### src/rtl/e203_exu_fpu_fmis_cvtws_wbck_pkg.sv
// Shared FPU constants for the fcvt.w[u].s result finalisation path:
// fflags layout, integer saturation values and exponent thresholds.
package e203_exu_fpu_fmis_cvtws_wbck_pkg;

    localparam int XLEN     = 32;
    localparam int FFLAGS_W = 5;
    localparam int RD_W     = 5;

    localparam int FFLAG_NV = 4;
    localparam int FFLAG_DZ = 3;
    localparam int FFLAG_OF = 2;
    localparam int FFLAG_UF = 1;
    localparam int FFLAG_NX = 0;

    localparam logic [31:0] INT32_MAX     = 32'h7FFF_FFFF;
    localparam logic [31:0] INT32_MIN     = 32'h8000_0000;
    localparam logic [31:0] UINT32_MAX    = 32'hFFFF_FFFF;
    localparam logic [31:0] RS1_INT32_MIN = 32'hCF00_0000;

    localparam logic [7:0] EXP_ONE   = 8'd127;
    localparam logic [7:0] EXP_EXACT = 8'd150;
    localparam logic [7:0] EXP_SAT_S = 8'd158;
    localparam logic [7:0] EXP_SAT_U = 8'd159;

    typedef struct packed {
        logic [XLEN-1:0]     wdat;
        logic [RD_W-1:0]     rd;
        logic [FFLAGS_W-1:0] fflags;
    } wbck_ent_t;

    function automatic logic [FFLAGS_W-1:0] pack_fflags(input logic nv, input logic nx);
        logic [FFLAGS_W-1:0] f;
        f           = '0;
        f[FFLAG_NV] = nv;
        f[FFLAG_NX] = nx;
        return f;
    endfunction

endpackage

### src/rtl/e203_exu_fpu_fmis_cvt_fix.sv
// Combinational special-case correction and fflags generation for a
// float-to-int32 converter result (signed and unsigned variants).
module e203_exu_fpu_fmis_cvt_fix
    import e203_exu_fpu_fmis_cvtws_wbck_pkg::*;
(
    input  logic [31:0] rs1,
    input  logic [31:0] raw_wdat,
    input  logic        unsgn,
    output logic [31:0] fix_wdat,
    output logic [4:0]  fix_fflags
);

    // Any fraction bits below the binary point make the truncated result inexact.
    function automatic logic calc_inexact(input logic [7:0] e, input logic [22:0] m);
        logic [4:0]  k;
        logic [22:0] mask;
        logic        nx;
        k    = 5'(EXP_EXACT - e);
        mask = 23'((24'h1 << k) - 24'h1);
        if (e >= EXP_EXACT)
            nx = 1'b0;
        else if (e < EXP_ONE)
            nx = (e != 8'd0) || (m != 23'd0);
        else
            nx = |(m & mask);
        return nx;
    endfunction

    // Values in [2^31, 2^32) are exact integers; the converter clips them.
    function automatic logic [31:0] sat_u_top(input logic [22:0] m);
        return {1'b1, m, 8'h00};
    endfunction

    logic        s;
    logic [7:0]  e;
    logic [22:0] m;
    logic        is_nan;
    logic        is_zero;
    logic        nv;
    logic        nx;

    assign s       = rs1[31];
    assign e       = rs1[30:23];
    assign m       = rs1[22:0];
    assign is_nan  = (e == 8'hFF) && (m != 23'd0);
    assign is_zero = (e == 8'd0) && (m == 23'd0);

    always_comb begin
        fix_wdat = raw_wdat;
        nv       = 1'b0;
        nx       = 1'b0;
        if (!unsgn) begin
            if (is_nan || (!s && e >= EXP_SAT_S)) begin
                fix_wdat = INT32_MAX;
                nv       = 1'b1;
            end else if (rs1 == RS1_INT32_MIN) begin
                fix_wdat = INT32_MIN;
            end else if (s && e >= EXP_SAT_S) begin
                fix_wdat = INT32_MIN;
                nv       = 1'b1;
            end else begin
                nx = calc_inexact(e, m);
            end
        end else begin
            if (is_nan || (!s && e >= EXP_SAT_U)) begin
                fix_wdat = UINT32_MAX;
                nv       = 1'b1;
            end else if (!s && e == EXP_SAT_S) begin
                fix_wdat = sat_u_top(m);
            end else if (s && e >= EXP_ONE) begin
                fix_wdat = 32'd0;
                nv       = 1'b1;
            end else if (is_zero) begin
                fix_wdat = 32'd0;
            end else if (s) begin
                fix_wdat = 32'd0;
                nx       = 1'b1;
            end else begin
                nx = calc_inexact(e, m);
            end
        end
    end

    assign fix_fflags = pack_fflags(nv, nx);

endmodule

### src/rtl/e203_exu_fpu_fmis_cvtws_wbck.sv
// fcvt.w[u].s writeback stage: corrects the converter result, registers it
// in a 2-entry skid buffer and accumulates sticky fflags.
module e203_exu_fpu_fmis_cvtws_wbck
    import e203_exu_fpu_fmis_cvtws_wbck_pkg::*;
(
    input  logic        clk,
    input  logic        rst,
    input  logic        i_valid,
    output logic        i_ready,
    input  logic [31:0] i_wdat,
    input  logic [31:0] i_rs1,
    input  logic        i_unsgn,
    input  logic [4:0]  i_rd,
    output logic        o_valid,
    input  logic        o_ready,
    output logic [31:0] o_wdat,
    output logic [4:0]  o_rd,
    output logic [4:0]  o_fflags,
    output logic [4:0]  fflags_acc,
    input  logic        fflags_clr
);

    logic [31:0] fix_wdat_p0;
    logic [4:0]  fix_fflags_p0;
    wbck_ent_t   in_ent_p0;
    logic        acc_p0;

    wbck_ent_t   head_p1;
    wbck_ent_t   tail_p1;
    logic        vld_p1;
    logic        tail_vld_p1;
    logic        deq_p1;

    e203_exu_fpu_fmis_cvt_fix u_cvt_fix (
        .rs1        (i_rs1),
        .raw_wdat   (i_wdat),
        .unsgn      (i_unsgn),
        .fix_wdat   (fix_wdat_p0),
        .fix_fflags (fix_fflags_p0)
    );

    assign in_ent_p0 = '{wdat: fix_wdat_p0, rd: i_rd, fflags: fix_fflags_p0};
    assign acc_p0    = i_valid && i_ready;
    assign deq_p1    = vld_p1 && o_ready;

    // p0 -> p1: head is the output register, tail only fills under backpressure
    always_ff @(posedge clk or posedge rst) begin
        if (rst) begin
            vld_p1      <= 1'b0;
            tail_vld_p1 <= 1'b0;
            head_p1     <= '0;
            tail_p1     <= '0;
        end else if (deq_p1) begin
            if (tail_vld_p1) begin
                head_p1     <= tail_p1;
                tail_vld_p1 <= 1'b0;
            end else if (acc_p0) begin
                head_p1 <= in_ent_p0;
            end else begin
                vld_p1 <= 1'b0;
            end
        end else if (acc_p0) begin
            if (!vld_p1) begin
                head_p1 <= in_ent_p0;
                vld_p1  <= 1'b1;
            end else begin
                tail_p1     <= in_ent_p0;
                tail_vld_p1 <= 1'b1;
            end
        end
    end

    always_ff @(posedge clk or posedge rst) begin
        if (rst)
            fflags_acc <= '0;
        else if (deq_p1)
            fflags_acc <= (fflags_clr ? 5'd0 : fflags_acc) | head_p1.fflags;
        else if (fflags_clr)
            fflags_acc <= '0;
    end

    assign i_ready  = !tail_vld_p1;
    assign o_valid  = vld_p1;
    assign o_wdat   = head_p1.wdat;
    assign o_rd     = head_p1.rd;
    assign o_fflags = head_p1.fflags;

endmodule

### config.mk
export PLATFORM = sky130hd
export DESIGN_NAME = e203_exu_fpu_fmis_cvtws_wbck
export DESIGN_NICKNAME = d
export VERILOG_FILES = /design/src/rtl/e203_exu_fpu_fmis_cvtws_wbck_pkg.sv /design/src/rtl/e203_exu_fpu_fmis_cvt_fix.sv /design/src/rtl/e203_exu_fpu_fmis_cvtws_wbck.sv
export SDC_FILE = /design/constraint.sdc
export NUM_CORES = 1
export LEC_CHECK = 0
export ABC_AREA = 1
export BUFFER_PORTS_ARGS = -buffer_cell sky130_fd_sc_hd__buf_2
export CORE_UTILIZATION = 50
export CTS_CLUSTER_DIAMETER = 30
export DETAILED_ROUTE_END_ITERATION = 10
export PLACE_DENSITY_LB_ADDON = 0.05
export SYNTH_ARGS = -nofsm -noshare
export SYNTH_HDL_FRONTEND = slang
export SYNTH_SLANG_ARGS = --single-unit
### constraint.sdc
create_clock -name clk -period 6.4 [get_ports clk]
set_clock_uncertainty 0.1 [all_clocks]
set_input_delay 0.64 -clock clk [delete_from_list [all_inputs] [get_ports clk]]
set_output_delay 0.64 -clock clk [all_outputs]
set_load 0.005 [all_outputs]
==> impl_metrics.csv, run 1 <==
group,metric,value,unit
yosys,synth-xor-area-share,0,%
grt,grt_pass1_vias,6061,
sta,hold_viol,0,
yosys,synth_simple_gate_area_share,33.71,%
pwr,power_switching,0.9006,mW
grt,grt_start_max_net_pins,83,
clock_tree,post_cts_buffers,0,
placement,routabilityCongestion,1.036,
sta,fin_crit_sh,50.62,%
detailed_routing,drcViolationCount,0,
placement,dp_hpwl,13230,um
detailed_routing,vias,6320,
yosys,avgSynthCellArea,6.505,sq um
yosys,ys_seq_area_share,36.09,%
clock_tree,clockBufferDepth,2,
detailed_routing,post_drt_wl_per_cell,16.46,um
yosys,synth.distinct_cells,37,
sta,worst_slack,3.160,ns
yosys,synthArstFlopShare,100.0,%
yosys,synth_top_family_by_area,"simple AND/OR/NAND/NOR gates",
yosys,muxShareOfSynthArea,0,%
final_layout,final_nets,1044,
critical_path,cp-end-kind,"flip-flop",
final_layout,postLayoutCoreUtil,60.32,%
grt,grt_pass1_wl,29270,um
final_layout,fillers,1048,
die,die_w,108.6,um
clock_tree,clock_latency,0.34,ns
placement,dp_slack,2.817,ns
yosys,synthCells,874,
grt,overflow,0,
critical_path,path_max_fanout,11,
die,rows,38,
yosys,synth_flop_cell,"dfrtp_1",
yosys,synth_seq_cells,82,
clock_tree,cts.htree.levels,3,
sta,worst_slew_pin_slew,1.187,ns
final_layout,multi_input_area,3062,sq um
sta,whs,0.3723,ns
hold_path,hp-class,"flip-flop to flip-flop",
pwr,p_comb_share,37.2,%
clock_tree,numCtsBuffers,9,
critical_path,required,6.54,ns
sta,relSlewSlack,20.66,%
final_layout,final-seq-area,2052,sq um
yosys,synth_top_area_cell,"dfrtp_1",
sta,fmax,0.3087,GHz
pwr,p_clk_share,23.6,%
die,boundaryPins,124,
detailed_routing,viasPerCell,5.689,
placement,port_buffers,117,
yosys,synthAdderAreaFrac,0.6602,%
clock_tree,numClockSinks,82,
pwr,p_int,1.411,mW
clock_tree,path_clk_slew,0.07,ns
critical_path,path_class,"input pin to flip-flop",
yosys,synth_edf_count,0,
critical_path,worstPathArrival,3.38,ns
yosys,synthTopCellsByArea,"dfrtp_1, nand2_1, o21ai_0",
clock_tree,ctsResizeCount,0,
pwr,total_power,2.311,mW
yosys,netlist_area,5685,sq um
detailed_routing,drt_wl_total,18290,um
sta,rsz0062_at_grt,"no",
pwr,power_frac_seq,39.2,%
pwr,leakage,3.591,nW
yosys,synth_warnings,0,
run_status,status,"complete, no violations",
pwr,p_sw_share,38.96,%
clock_tree,tritoncts,"yes",
sta,final.min_clock_period,3.240,ns
die,initial_utilization,51.99,%
final_layout,num_antenna_cells,0,
detailed_routing,drtIter0Drc,721,
die,die_h,108.6,um
pwr,ir_drop,0.2619,mV
pwr,p_per_area,350.4,nW/um^2
detailed_routing,detail-route-antenna-nets,0,
die,dieArea,11800,sq um
clock_tree,cts-hold-fix-buffers,0,
flow_run,cap_violations,0,
critical_path,crit_path_start_kind,"input pin",
yosys,synth-compound-area-share,18.93,%
grt,antenna_found_initial,0,
die,coreArea,10940,sq um
yosys,synth_top_area_share,36.09,%
clock_tree,cts_root_buffer,"clkbuf_16",
sta,setup-tns-final,0,ns
final_layout,drive_above_1_share,18.43,%
detailed_routing,drt-pass1-iter-count,6,
sta,drv_slew,0,
final_layout,syn_to_final_growth,16.02,%
sta,setup_violations,0,
grt,grt_use_total,32.25,%
-- worst max-delay path, cell delays in order --
cell and delay, ns:
buf_2 0.17, nand2_2 0.09, clkinv_2 0.08, ha_1 0.36, inv_1 0.14, nand4_1 0.20
nor2_1 0.07, inv_1 0.07, ha_1 0.21, nand2_1 0.11, nor2_4 0.17, nand3_1 0.14
nor2_1 0.18, nand2_1 0.06, nand2_1 0.05, nor2_1 0.04, nor2_1 0.20, nand3_1 0.11
nand2_1 0.10, nand2_1 0.06, nand2_1 0.07, nand2_1 0.04
-- logic make-up after synthesis --
logic type | count (synthesis)
simple gates | 442
compound gates | 204
buf+inv | 142
flops | 82
fa+ha+maj | 3
other cells | 1
-- layout make-up --
cell class / instances / share of cell area [%]
multi-input cells: 655 / 46.42
flip-flops and latches: 82 / 31.11
repair buffers: 125 / 9.788
inverters: 93 / 5.330
clock buffers: 10 / 3.623
well taps: 140 / 2.656
clock inverters: 6 / 1.081
-- cells in the mapped netlist, drive strengths merged, types with 2 or more instances --
cell / n
nor3: 6
nor4: 3
a21oi: 62
inv: 91
o211ai: 11
nand4: 17
nor2: 85
buf: 21
nand3: 80
nand2: 248
clkbuf: 28
dfrtp: 82
ha: 3
o21ai: 126
clkinv: 2
-- path summary, 6_finish.rpt --
check / startpoint / to / slack (ns) / cells after the start
setup / recovery: i_rs1[24] / o_fflags[0]$_DFFE_PP0P_ / 3.16 / 22
hold / removal: o_wdat[3]$_DFFE_PP0P_ / o_wdat[3]$_DFFE_PP0P_ / 0.37 / 2
setup reg to reg: o_valid$_DFFE_PP0P_ / o_wdat[0]$_DFFE_PP0P_ / 4.23 / 7
hold reg to reg: o_wdat[3]$_DFFE_PP0P_ / o_wdat[3]$_DFFE_PP0P_ / 0.37 / 2
max in group asynchronous: rst / o_wdat[19]$_DFFE_PP0P_ / 5.00 / 3
min in group asynchronous: rst / tail_p1[6]$_DFFE_PP0P_ / 0.51 / 3
-- power by group through the flow --
stage | sequential (mW) | clock, mW | combinational [mW]
final | 0.907 | 0.545 | 0.859
after global routing | 0.930 | 0.571 | 0.980
after CTS | 0.903 | 0.555 | 0.860
after detailed placement | 0.907 | 0 | 0.857
after global placement | 0.900 | 0 | 0.833
after floorplan | 0.897 | 0 | 0.529
-- stage by stage --
step / cells / instance area (sq um)
after floorplan: 879 / 5704
after global placement: 1095 / 6286
after detailed placement: 1095 / 6286
after CTS: 1111 / 6596
after global routing: 1111 / 6596
final: 1111 / 6596
-- routing by layer --
metal  vias to the layer above  GRT usage, %  share of wire [%]
met5                         -             0                  0
met4                         0         13.51                2.8
met3                        43         5.021                7.8
met2                       306         52.22                 47
met1                      2938         42.94                 42
li1                       3033             -                  -
-- flip-flops by register name, summed over array words and instances (netlist names) --
register / cells
o_wdat: 32
o_valid: 1
o_rd: 5
o_fflags: 2
tail_vld_p1: 1
tail_p1: 39
fflags_acc: 2
-- layout by cell type, fill, tap and decap left out, types with 9 or more instances in the layout --
cell type,n
clkbuf_16,9
nand2_1,236
o211ai_1,9
nand4_1,17
dfrtp_1,82
nand3_1,78
nor2_2,12
o21ai_1,16
nor2_1,71
a21oi_1,61
inv_1,87
buf_2,117
nand2_2,10
o21ai_0,108
No activity file was read; power rests on OpenSTA's default activity.
==> run 2, diff against run 1 <==
==> constraint.sdc (replaced) <==
create_clock -name clk -period 2.8 [get_ports clk]
set_clock_uncertainty 0.1 [all_clocks]
set_input_delay 0.28 -clock clk [delete_from_list [all_inputs] [get_ports clk]]
set_output_delay 0.28 -clock clk [all_outputs]
set_load 0.005 [all_outputs]
==> impl_metrics.csv, run 2 (synthesized netlist as in run 1, its figures left out) <==
group,metric,value,unit
placement,place_area,6481,sq um
critical_path,cp-end-kind,"flip-flop",
clock_tree,numClockSinks,82,
die,die_h,108.6,um
critical_path,worstPathArrival,2.64,ns
detailed_routing,drcViolationCount,0,
clock_tree,path_clk_slew,0.07,ns
sta,drv_slew,0,
critical_path,crit_chain,"buf_2, nand2_2, clkinv_2, ha_1, inv_2, nand3_1, nor2_2, nand2_1, ha_1, nand2_1, nor2_4, nand2_1, nor2_2, nand3_1, nand3_1, nand2_1, nor2_1, nand3_1, nand2_1, nand2_1, nand2_1, nand2_1",
critical_path,cpPeakStageDelay,0.30,ns
sta,worst_slew_pin_slew,0.7199,ns
grt,grt_start_max_net_pins,45,
final_layout,design_area,6825,sq um
sta,setup-tns-final,0,ns
final_layout,final_common_cell,"nand2_1",
detailed_routing,drtIter0Drc,560,
sta,rsz0062_at_grt,"no",
grt,grt_use_total,32.35,%
placement,routabilityCongestion,0.9779,
sta,hold_viol,0,
detailed_routing,vias,6362,
final_layout,num_antenna_cells,0,
sta,setup_violations,0,
clock_tree,numCtsBuffers,9,
detailed_routing,viasPerCell,5.610,
critical_path,path_class,"input pin to flip-flop",
pwr,p_per_area,792.4,nW/um^2
grt,antenna_found_initial,1,
final_layout,top_register,"tail_p1",
sta,relSlewSlack,52.01,%
flow_run,cap_violations,0,
critical_path,path_max_fanout,7,
critical_path,cp_common_cell,"nand2_1",
sta,fin_crit_sh,89.28,%
final_layout,syn_to_final_growth,20.05,%
detailed_routing,post_drt_wl_per_cell,16.24,um
clock_tree,clockBufferDepth,2,
pwr,ir_drop,0.5530,mV
detailed_routing,detail-route-antenna-nets,0,
clock_tree,tritoncts,"yes",
final_layout,drive_above_1_share,20.42,%
placement,port_buffers,117,
run_status,status,"complete, no violations",
hold_path,hp-class,"input pin to flip-flop",
final_layout,final_nets,1067,
final_layout,largest_register_ffs,39,
die,initial_utilization,51.99,%
placement,dp_hpwl,13400,um
sta,whs,0.02834,ns
die,dieArea,11800,sq um
pwr,total_power,5.408,mW
clock_tree,clock_latency,0.34,ns
sta,final.min_clock_period,2.500,ns
die,boundaryPins,124,
detailed_routing,drt_wl_total,18420,um
grt,grt_pass1_wl,29390,um
critical_path,required,2.94,ns
die,die_w,108.6,um
clock_tree,cts_root_buffer,"clkbuf_16",
pwr,leakage,3.717,nW
final_layout,final_cell_mix,"nand2_1, buf_2, o21ai_0",
detailed_routing,drt-pass1-iter-count,5,
clock_tree,cts.htree.levels,3,
grt,overflow,0,
critical_path,crit_path_start_kind,"input pin",
die,rows,38,
grt,grt_pass1_vias,5949,
sta,fmax,0.4000,GHz
critical_path,worst_path_max_delay_cell,"ha_1",
die,coreArea,10940,sq um
run 2: final timing paths:
| path | start | to | slack (ns) | cells past startpoint |
|---|---|---|---|---|
| max | i_rs1[23] | o_fflags[0]$_DFFE_PP0P_ | 0.30 | 22 |
| min | fflags_clr | fflags_acc[0]$_DFF_PP0_ | 0.03 | 2 |
| max reg2reg | tail_vld_p1$_DFFE_PP0P_ | o_fflags[0]$_DFFE_PP0P_ | 0.85 | 8 |
| min reg2reg | o_wdat[7]$_DFFE_PP0P_ | o_wdat[7]$_DFFE_PP0P_ | 0.38 | 2 |
| max in group asynchronous | rst | o_wdat[1]$_DFFE_PP0P_ | 1.46 | 4 |
| min in group asynchronous | rst | o_rd[1]$_DFFE_PP0P_ | 0.47 | 3 |
run 2: repair_timing:
item | in CTS | in global routing
setup endpoints to repair | 0 | 1
resized for setup | 0 | 2
setup buffers | 0 | 1
endpoints found under the hold margin | 38 | 0
hold buffers | 1 | 0
run 2: per-layer routing:
layer  vias up  GRT usage (%)  wire, um
li1       3082              -         -
met1      2966          45.07      8279
met2       281          50.81      8326
met3        31          4.782      1464
met4         2          12.16       333
met5         -              0        13
run 2: area by class of cell:
cell class                 count  area, sq um
timing repair buffer         148        858.3
multi-input combinational    655         3064
clock inverter                 7        98.84
sequential                    82         2052
fill                        1041         4110
tap                          140        175.2
inverter                      93        351.6
clock buffer                   9        225.2
run 2: critical path: cells and delay by family:
| kind | cells | cell delay [ns] |
|---|---|---|
| fa+ha+maj | 2 | 0.52 |
| simple gates | 17 | 1.60 |
| buf+inv | 3 | 0.24 |
run 2: per-stage QoR:
stage | setup slack, ns | utilization, % | cells
finish | 0.3001 | 62.41 | 1134
global route | 0.01360 | 62.41 | 1134
CTS | 0.2683 | 62.32 | 1133
detailed placement | -0.07496 | 59.27 | 1116
global placement | 0.001543 | 59.27 | 1116
floorplan | 0.08747 | - | 879
run 2: where the power goes:
group          internal (mW)  total (mW)  switching, mW
sequential              1.76        2.07          0.314
clock                  0.790        1.32          0.526
combinational          0.775        2.02           1.25
total                   3.32        5.41           2.09
